`src/rtl/univ_shift_reg_pkg.sv`:
```
// Shared definitions for the universal shift register: operating-mode
// encodings used by the RTL and by anything that drives the mode port.
package usr_defs;

    localparam logic [2:0] MODE_HOLD = 3'b000;
    localparam logic [2:0] MODE_LOAD = 3'b001;
    localparam logic [2:0] MODE_SHL  = 3'b010;
    localparam logic [2:0] MODE_SHR  = 3'b011;
    localparam logic [2:0] MODE_ROTL = 3'b100;
    localparam logic [2:0] MODE_ROTR = 3'b101;
    localparam logic [2:0] MODE_ASHR = 3'b110;
    localparam logic [2:0] MODE_CLR  = 3'b111;

endpackage : usr_defs

```
`src/rtl/univ_shift_reg_dff_en_rst.sv`:
```
// Single-bit storage element with synchronous active-high reset to a
// per-bit reset value and a clock enable. Priority: rst, then en, else hold.
module dff_en_rst (
    input  logic clk,
    input  logic rst,
    input  logic en,
    input  logic rst_val,
    input  logic d,
    output logic q
);

    logic r_q;

    // Register the bit: reset wins over enable; without enable the bit holds.
    always_ff @(posedge clk) begin
        // NOTE: clocked state uses non-blocking (<=) so every flop samples
        // pre-edge values; blocking here would create order-dependent races.
        if (rst) begin
            r_q <= rst_val;
        end else if (en) begin
            r_q <= d;
        end
    end

    assign q = r_q;

endmodule : dff_en_rst

```
`src/rtl/univ_shift_reg.sv`:
```
// WIDTH-bit universal shift register: hold, load, logical shifts with serial
// inputs, rotates, arithmetic shift right and clear. The per-bit next-state
// mux lives here; storage is WIDTH instances of dff_en_rst.
module univ_shift_reg
    import usr_defs::*;
#(
    parameter int               WIDTH     = 8,
    parameter logic [WIDTH-1:0] RESET_VAL = '0
) (
    input  logic             clk,
    input  logic             rst,
    input  logic             en,
    input  logic [2:0]       mode,
    input  logic [WIDTH-1:0] d,
    input  logic             sin_r,
    input  logic             sin_l,
    output logic [WIDTH-1:0] q,
    output logic             sout_l,
    output logic             sout_r,
    output logic             zero
);

    logic [WIDTH-1:0] w_q;
    logic [WIDTH-1:0] w_next;

    // Select the next register value from the current contents and mode.
    always_comb begin
        // NOTE: assign a default before the case so every path drives w_next;
        // an unassigned path in combinational logic infers a latch.
        w_next = w_q;
        case (mode)
            MODE_HOLD: w_next = w_q;
            MODE_LOAD: w_next = d;
            MODE_SHL:  w_next = {w_q[WIDTH-2:0], sin_r};
            MODE_SHR:  w_next = {sin_l, w_q[WIDTH-1:1]};
            MODE_ROTL: w_next = {w_q[WIDTH-2:0], w_q[WIDTH-1]};
            MODE_ROTR: w_next = {w_q[0], w_q[WIDTH-1:1]};
            MODE_ASHR: w_next = {w_q[WIDTH-1], w_q[WIDTH-1:1]};
            MODE_CLR:  w_next = '0;
            default:   w_next = w_q;
        endcase
    end

    // One enable/reset flop per bit; reset value is taken bitwise from RESET_VAL.
    for (genvar i = 0; i < WIDTH; i++) begin : g_bit
        dff_en_rst u_dff (
            .clk     (clk),
            .rst     (rst),
            .en      (en),
            .rst_val (RESET_VAL[i]),
            .d       (w_next[i]),
            .q       (w_q[i])
        );
    end

    assign q      = w_q;
    assign sout_l = w_q[WIDTH-1];
    assign sout_r = w_q[0];
    assign zero   = (w_q == '0);

endmodule : univ_shift_reg

```
`config.mk`:
```
export PLATFORM = sky130hd
export DESIGN_NAME = univ_shift_reg
export DESIGN_NICKNAME = d
export VERILOG_FILES = /design/src/rtl/univ_shift_reg_pkg.sv /design/src/rtl/univ_shift_reg_dff_en_rst.sv /design/src/rtl/univ_shift_reg.sv
export SDC_FILE = /design/constraint.sdc
export NUM_CORES = 1
export LEC_CHECK = 0
export ABC_AREA = 0
export BUFFER_PORTS_ARGS = -buffer_cell sky130_fd_sc_hd__buf_2
export CAP_MARGIN = 20
export CORE_MARGIN = 5
export CORE_UTILIZATION = 40
export CTS_CLUSTER_DIAMETER = 150
export CTS_CLUSTER_SIZE = 20
export DETAILED_ROUTE_END_ITERATION = 8
export GPL_ROUTABILITY_DRIVEN = 0
export PLACE_DENSITY = 0.7
export SLEW_MARGIN = 20
export SYNTH_ARGS = -nofsm -noshare
export SYNTH_HDL_FRONTEND = slang
export SYNTH_SLANG_ARGS = --single-unit
```
`constraint.sdc`:
```
create_clock -name clk -period 1.4 [get_ports clk]
set_clock_uncertainty 0.15 [all_clocks]
set_input_delay 0.14 -clock clk [delete_from_list [all_inputs] [get_ports clk]]
set_output_delay 0.14 -clock clk [all_outputs]
set_load 0.02 [all_outputs]
```
==> flow_results.xml, run 1 <==
<?xml version="1.0" encoding="UTF-8"?>
<metrics>
  <group name="layout">
    <metric name="layout_common_cells" unit="">sky130_fd_sc_hd__buf_2 (25), sky130_fd_sc_hd__buf_4 (17)</metric>
    <metric name="drive_gt1_share" unit="%">59.8</metric>
    <metric name="diodes" unit="">0</metric>
    <metric name="layout.cells.most_common" unit="">sky130_fd_sc_hd__buf_2</metric>
    <metric name="max_reg_flops" unit="">8</metric>
    <metric name="finish.utilization" unit="%">58.0</metric>
    <metric name="layout.filler_cells" unit="">154</metric>
    <metric name="layout_overhead_on_the_synthesized_area" unit="%">35.7</metric>
    <metric name="fin_nets" unit="">125</metric>
  </group>
  <group name="sta">
    <metric name="post-route-period-util" unit="%">116</metric>
    <metric name="final_critical_path_setup_slack" unit="ps">-227</metric>
    <metric name="setup_viol" unit="">3</metric>
    <metric name="finalHoldViolations" unit="">0</metric>
    <metric name="worst_hold_slack" unit="ps">17.0</metric>
    <metric name="maxSlewHeadroom" unit="%">66.2</metric>
    <metric name="grt_setup_unrepaired" unit="">yes</metric>
    <metric name="worst_pin_slew" unit="ps">505</metric>
    <metric name="drv_slew" unit="">0</metric>
    <metric name="achievable-frequency" unit="MHz">615</metric>
    <metric name="min_period" unit="ps">1630</metric>
  </group>
  <group name="grt">
    <metric name="grt_first_pass_wirelength" unit="um">3060</metric>
    <metric name="overflow" unit="">0</metric>
    <metric name="pin_count_of_the_biggest_net_entering_global_routing" unit="">10</metric>
    <metric name="grtUsageTotal" unit="%">15.0</metric>
    <metric name="first_global_vias" unit="">696</metric>
    <metric name="number_of_antenna_violations_at_the_first_check_in_global_routing" unit="">0</metric>
  </group>
  <group name="synth">
    <metric name="syn_inst" unit="">74</metric>
    <metric name="syn-cell-area" unit="sq um">659</metric>
    <metric name="number_of_flops_mapped_to_enable_cells_by_yosys" unit="">0</metric>
    <metric name="asyncSetResetFlopFracSynth" unit="%">0</metric>
    <metric name="ys_types" unit="">27</metric>
    <metric name="synth.avg_cell_area" unit="sq um">8.91</metric>
    <metric name="yosys_most_used_dff" unit="">sky130_fd_sc_hd__dfxtp_1</metric>
    <metric name="synthesis.yosys.warnings" unit="">0</metric>
    <metric name="yosys_register_bits" unit="">8</metric>
    <metric name="synth.net_count" unit="">90</metric>
    <metric name="synth-seq-area-share" unit="%">24.3</metric>
  </group>
  <group name="floorplan">
    <metric name="design.die.area" unit="sq um">2560</metric>
    <metric name="floorplan.initialDensity" unit="%">42.8</metric>
    <metric name="floorplan.die.height" unit="um">50.6</metric>
    <metric name="rows" unit="">14</metric>
    <metric name="io-pin-count" unit="">27</metric>
    <metric name="floorplan.die.width" unit="um">50.6</metric>
    <metric name="placeableCoreArea" unit="sq um">1540</metric>
  </group>
  <group name="detailed_routing">
    <metric name="avgRoutedWirePerCell" unit="um">13.7</metric>
    <metric name="routed_wirelength" unit="um">1690</metric>
    <metric name="via_count" unit="">694</metric>
    <metric name="drcViolationCount" unit="">0</metric>
    <metric name="ant_nets" unit="">0</metric>
    <metric name="number_of_iterations_in_the_first_detailed_routing_pass" unit="">4</metric>
    <metric name="drtIter0Drc" unit="">14</metric>
    <metric name="drt-vias-per-instance" unit="">5.64</metric>
  </group>
  <group name="critical_path">
    <metric name="timing.setup.critical_path_class" unit="">register to output pin</metric>
    <metric name="worst_ep_arrival_time" unit="ps">1340</metric>
    <metric name="path_max_fanout" unit="">4</metric>
    <metric name="cp.required" unit="ps">1110</metric>
    <metric name="critical_path.endpoint_type" unit="">output pin</metric>
    <metric name="critical_path.startpoint_type" unit="">register</metric>
  </group>
  <group name="clock_tree">
    <metric name="cts_htree_levels" unit="">1</metric>
    <metric name="cts_max_path_buffers" unit="">2</metric>
    <metric name="cts_made_buffers" unit="">3</metric>
    <metric name="cts_tree" unit="">built</metric>
    <metric name="insertion_delay" unit="ps">250</metric>
    <metric name="clk_root_buffer_cell" unit="">sky130_fd_sc_hd__clkbuf_4</metric>
    <metric name="cts.reportedPaths.clkPinSlew" unit="ps">50</metric>
    <metric name="clkSinkCount" unit="">8</metric>
  </group>
  <group name="power_and_ir_drop">
    <metric name="power.total" unit="mW">0.689</metric>
    <metric name="power.ir.vdd_worst" unit="mV">0.469</metric>
    <metric name="leakagePower" unit="nW">0.438</metric>
    <metric name="powerDensity" unit="nW/um^2">770</metric>
  </group>
  <group name="placement">
    <metric name="pre_cts_slack" unit="ps">-109</metric>
    <metric name="number_of_input_and_output_port_buffers_inserted" unit="">26</metric>
    <metric name="hpwl" unit="um">1330</metric>
  </group>
  <group name="run">
    <metric name="max_cap_viol_count" unit="">0</metric>
  </group>
  <group name="status">
    <metric name="violations" unit="">setup timing</metric>
    <metric name="run_status" unit="">finished with violations</metric>
  </group>
  <group name="min_path">
    <metric name="min-delay-path-class" unit="">primary input to register</metric>
  </group>
</metrics>
==> worst paths after layout <==
kind                      endpoint  slack, ps             start  cells past startpoint
setup / recovery              zero       -230  g_bit[3].u_dff.q                      3
hold / removal    g_bit[7].u_dff.q         20                en                      3
hold reg to reg   g_bit[5].u_dff.q        450  g_bit[5].u_dff.q                      2
setup reg to reg  g_bit[3].u_dff.q       -100  g_bit[4].u_dff.q                      4
==> worst max-delay path, stage by stage, from the launching register on <==
cell and delay (ps):
sky130_fd_sc_hd__dfxtp_2 330, sky130_fd_sc_hd__or4_4 520, sky130_fd_sc_hd__nor2_4 120, sky130_fd_sc_hd__buf_6 110
==> cell families (layout without fill, tap and decap cells) <==
| group | count (synthesis) | count (layout) | share of synthesized area, % |
|---|---|---|---|
| simple gates | 24 | 24 | 20.1 |
| compound gates | 20 | 20 | 26.4 |
| buf+inv | 14 | 47 | 15.6 |
| flops | 8 | 8 | 24.3 |
| mux | 7 | 7 | 12.3 |
| xor+xnor | 1 | 1 | 1.33 |
==> routing by layer <==
metal	vias up	part of all wire, %	track usage [%]	routed length [um]
met5	-	0	0	0
met4	0	1.2	8.94	21
met3	2	5.2	1.18	87
met2	22	47	23.3	786
met1	324	47	19.9	792
li1	346	-	-	-
==> cell usage after synthesis, types with 2 or more instances <==
library cell               instances  area share (%)
sky130_fd_sc_hd__a21oi_1           2             1.5
sky130_fd_sc_hd__a221o_1           7              11
sky130_fd_sc_hd__a32o_1            7              11
sky130_fd_sc_hd__buf_4             8             9.1
sky130_fd_sc_hd__clkbuf_1          2             1.1
sky130_fd_sc_hd__dfxtp_1           8              24
sky130_fd_sc_hd__mux2_2            5             8.5
sky130_fd_sc_hd__nand2b_1          2             1.9
sky130_fd_sc_hd__nor2_1            6             3.4
sky130_fd_sc_hd__nor2b_1           2             1.9
sky130_fd_sc_hd__o21ai_0           2             1.5
sky130_fd_sc_hd__or3_1             7             6.6
sky130_fd_sc_hd__or4_1             2             2.3
==> power breakdown <==
group	internal, mW	switching [mW]
Combinational	0.138	0.122
Clock	0.0979	0.0755
Sequential	0.243	0.0118
Total	0.480	0.209
==> repair_timing <==
action / 4_1_cts / 5_1_grt
hold buffers: 0 / 0
pin swaps: 1 / 0
buffers inserted: 1 / 0
resized for setup: 7 / 3
setup endpoints to repair: 4 / 7
==> metrics by stage <==
step           instances  instance area [sq um]  TNS, ps
2_1_floorplan         74                    669    -34.9
3_3_place_gp         119                    841     -465
3_5_place_dp         119                    841     -754
4_1_cts              123                    888     -409
5_1_grt              123                    895     -643
6_report             123                    895     -403
==> area by class of cell <==
class / instances / area [sq um] / share of cell area, %
clock buffer: 3 / 22.5 / 2.52
sequential: 8 / 169 / 18.9
timing repair buffer: 43 / 264 / 29.5
tap: 16 / 20.0 / 2.24
multi-input combinational: 52 / 415 / 46.4
inverter: 1 / 3.75 / 0.420
Power figures use the tool's default switching activity.
==> run 2, diff against run 1 <==
--- a/constraint.sdc
+++ b/constraint.sdc
@@ -4,2 +4,2 @@
 set_output_delay 0.14 -clock clk [all_outputs]
-set_load 0.02 [all_outputs]
+set_load 0.05 [all_outputs]
==> flow_results.xml, run 2 (synthesis gave the netlist of run 1 again) <==
<?xml version="1.0" encoding="UTF-8"?>
<metrics>
  <group name="power_and_ir_drop">
    <metric name="seqPwrFrac" unit="%">32.3</metric>
    <metric name="switchingPower" unit="mW">0.278</metric>
    <metric name="power.share.clock" unit="%">23.8</metric>
    <metric name="power.ir.vdd_worst" unit="mV">0.401</metric>
    <metric name="powerDensity" unit="nW/um^2">786</metric>
    <metric name="p_int" unit="mW">0.501</metric>
    <metric name="leakagePower" unit="nW">0.495</metric>
    <metric name="power.share.switching" unit="%">35.7</metric>
    <metric name="combinationalPowerShare" unit="%">43.9</metric>
  </group>
  <group name="sta">
    <metric name="worst_hold_slack" unit="ps">6.28</metric>
    <metric name="setup_tns" unit="ps">-856</metric>
    <metric name="worst_pin_slew" unit="ps">374</metric>
    <metric name="min_period" unit="ps">1680</metric>
    <metric name="drv_slew" unit="">0</metric>
    <metric name="setup_viol" unit="">7</metric>
    <metric name="final_critical_path_setup_slack" unit="ps">-280</metric>
    <metric name="maxSlewHeadroom" unit="%">75.0</metric>
    <metric name="post-route-period-util" unit="%">120</metric>
    <metric name="achievable-frequency" unit="MHz">595</metric>
    <metric name="finalHoldViolations" unit="">0</metric>
    <metric name="grt_setup_unrepaired" unit="">yes</metric>
  </group>
  <group name="placement">
    <metric name="pre_cts_slack" unit="ps">-143</metric>
    <metric name="hpwl" unit="um">1380</metric>
    <metric name="number_of_input_and_output_port_buffers_inserted" unit="">26</metric>
    <metric name="dp_cells" unit="">127</metric>
  </group>
  <group name="min_path">
    <metric name="hold_depth" unit="">3</metric>
    <metric name="worst_hold_path_ep" unit="">g_bit[7].u_dff.q</metric>
    <metric name="min-delay-path-class" unit="">primary input to register</metric>
    <metric name="holdCritStartpoint" unit="">en</metric>
  </group>
  <group name="clock_tree">
    <metric name="cts_made_buffers" unit="">3</metric>
    <metric name="insertion_delay" unit="ps">260</metric>
    <metric name="cts_tree" unit="">built</metric>
    <metric name="cts.reportedPaths.clkPinSlew" unit="ps">60</metric>
    <metric name="clkSinkCount" unit="">8</metric>
    <metric name="cts_max_path_buffers" unit="">2</metric>
    <metric name="cts_htree_levels" unit="">1</metric>
    <metric name="clk_root_buffer_cell" unit="">sky130_fd_sc_hd__clkbuf_4</metric>
    <metric name="hold_buffers" unit="">0</metric>
  </group>
  <group name="detailed_routing">
    <metric name="drtIter0Drc" unit="">9</metric>
    <metric name="avgRoutedWirePerCell" unit="um">13.5</metric>
    <metric name="ant_nets" unit="">0</metric>
    <metric name="drt-vias-per-instance" unit="">5.60</metric>
    <metric name="number_of_iterations_in_the_first_detailed_routing_pass" unit="">4</metric>
    <metric name="drcViolationCount" unit="">0</metric>
    <metric name="routed_wirelength" unit="um">1780</metric>
    <metric name="via_count" unit="">739</metric>
  </group>
  <group name="floorplan">
    <metric name="floorplan.die.height" unit="um">50.6</metric>
    <metric name="rows" unit="">14</metric>
    <metric name="design.die.area" unit="sq um">2560</metric>
    <metric name="floorplan.initialDensity" unit="%">42.8</metric>
    <metric name="placeableCoreArea" unit="sq um">1540</metric>
    <metric name="io-pin-count" unit="">27</metric>
    <metric name="floorplan.die.width" unit="um">50.6</metric>
  </group>
  <group name="critical_path">
    <metric name="rr_endpoint" unit="">g_bit[5].u_dff.q</metric>
    <metric name="critical_path.startpoint_type" unit="">register</metric>
    <metric name="path_max_fanout" unit="">3</metric>
    <metric name="r2r_slack" unit="ps">-130</metric>
    <metric name="timing.setup.critical_path_class" unit="">register to output pin</metric>
    <metric name="reg2reg_depth" unit="">4</metric>
    <metric name="worst_ep_arrival_time" unit="ps">1390</metric>
    <metric name="cp.required" unit="ps">1110</metric>
    <metric name="r2r_start" unit="">g_bit[4].u_dff.q</metric>
    <metric name="critical_path.endpoint_type" unit="">output pin</metric>
  </group>
  <group name="layout">
    <metric name="max_reg_flops" unit="">8</metric>
    <metric name="diodes" unit="">0</metric>
    <metric name="fin_nets" unit="">134</metric>
    <metric name="layout_common_cells" unit="">sky130_fd_sc_hd__buf_2 (25), sky130_fd_sc_hd__buf_4 (22), sky130_fd_sc_hd__a221o_1 (7), sky130_fd_sc_hd__or3_1 (7), sky130_fd_sc_hd__a32o_1 (7)</metric>
    <metric name="layout_overhead_on_the_synthesized_area" unit="%">50.5</metric>
    <metric name="multiInputGateArea" unit="sq um">427</metric>
    <metric name="area_occupied_by_registers" unit="sq um">173</metric>
    <metric name="finish.utilization" unit="%">64.4</metric>
    <metric name="layout.filler_cells" unit="">139</metric>
    <metric name="layout.cells.most_common" unit="">sky130_fd_sc_hd__buf_2</metric>
    <metric name="fin_cells" unit="">132</metric>
    <metric name="drive_gt1_share" unit="%">62.1</metric>
  </group>
  <group name="grt">
    <metric name="grt_first_pass_wirelength" unit="um">2960</metric>
    <metric name="pin_count_of_the_biggest_net_entering_global_routing" unit="">9</metric>
    <metric name="number_of_antenna_violations_at_the_first_check_in_global_routing" unit="">0</metric>
    <metric name="overflow" unit="">0</metric>
    <metric name="first_global_vias" unit="">680</metric>
    <metric name="grtUsageTotal" unit="%">14.7</metric>
  </group>
  <group name="status">
    <metric name="violations" unit="">setup timing</metric>
    <metric name="run_status" unit="">finished with violations</metric>
  </group>
  <group name="run">
    <metric name="max_cap_viol_count" unit="">0</metric>
  </group>
</metrics>
## run 2: worst max-delay path by stage
| stage | slack, ps | end | start |
|---|---|---|---|
| after CTS | -290 | zero | g_bit[0].u_dff.q |
| after global placement | -120 | zero | g_bit[4].u_dff.q |
| after detailed placement | -140 | zero | g_bit[4].u_dff.q |
| final | -280 | zero | g_bit[4].u_dff.q |
| after floorplan | -100 | zero | g_bit[7].u_dff.q |
| after global routing | -320 | zero | g_bit[3].u_dff.q |
## run 2: worst max-delay path: stages, from the launching register on
cell                      delay [ps]
sky130_fd_sc_hd__dfxtp_2         330
sky130_fd_sc_hd__or4_4           520
sky130_fd_sc_hd__nor2_4          120
sky130_fd_sc_hd__buf_6           160
## run 2: power by group through the flow
stage | sequential, mW | combinational (mW) | clock [mW]
after floorplan | 0.271 | 0.207 | 0
after global placement | 0.255 | 0.310 | 0
after detailed placement | 0.255 | 0.313 | 0
after CTS | 0.251 | 0.340 | 0.189
after global routing | 0.253 | 0.366 | 0.205
final | 0.252 | 0.343 | 0.185
## run 2: stage by stage
| step | cell area [sq um] | power, mW |
|---|---|---|
| finish | 992 | 0.779 |
| global route | 992 | 0.824 |
| detailed placement | 910 | 0.568 |
| global placement | 910 | 0.565 |
| floorplan | 678 | 0.478 |
| CTS | 985 | 0.780 |
## run 2: cell type report
class                           instances  area share, %
Multi-Input combinational cell         52           43.0
Timing Repair Buffer                   52           34.9
Clock buffer                            3           2.27
Tap cell                               16           2.02
Sequential cell                         8           17.4
Inverter                                1          0.378
## run 2: per-layer routing
| metal | wire (um) | GRT usage (%) | vias to the layer above | part of all wire (%) |
|---|---|---|---|---|
| met1 | 804 | 17.2 | 345 | 45 |
| met3 | 115 | 2.66 | 5 | 6.4 |
| met2 | 813 | 23.8 | 22 | 46 |
| met4 | 50 | 10.2 | 0 | 2.8 |
| met5 | 0 | 0 | - | 0 |
| li1 | - | - | 367 | - |
## run 2: repair_timing
item | 4_1_cts | 5_1_grt
setup buffers | 3 | 1
gates resized for setup | 13 | 3
gates cloned | 0 | 0
pin swaps | 4 | 5
setup endpoints to repair | 7 | 7
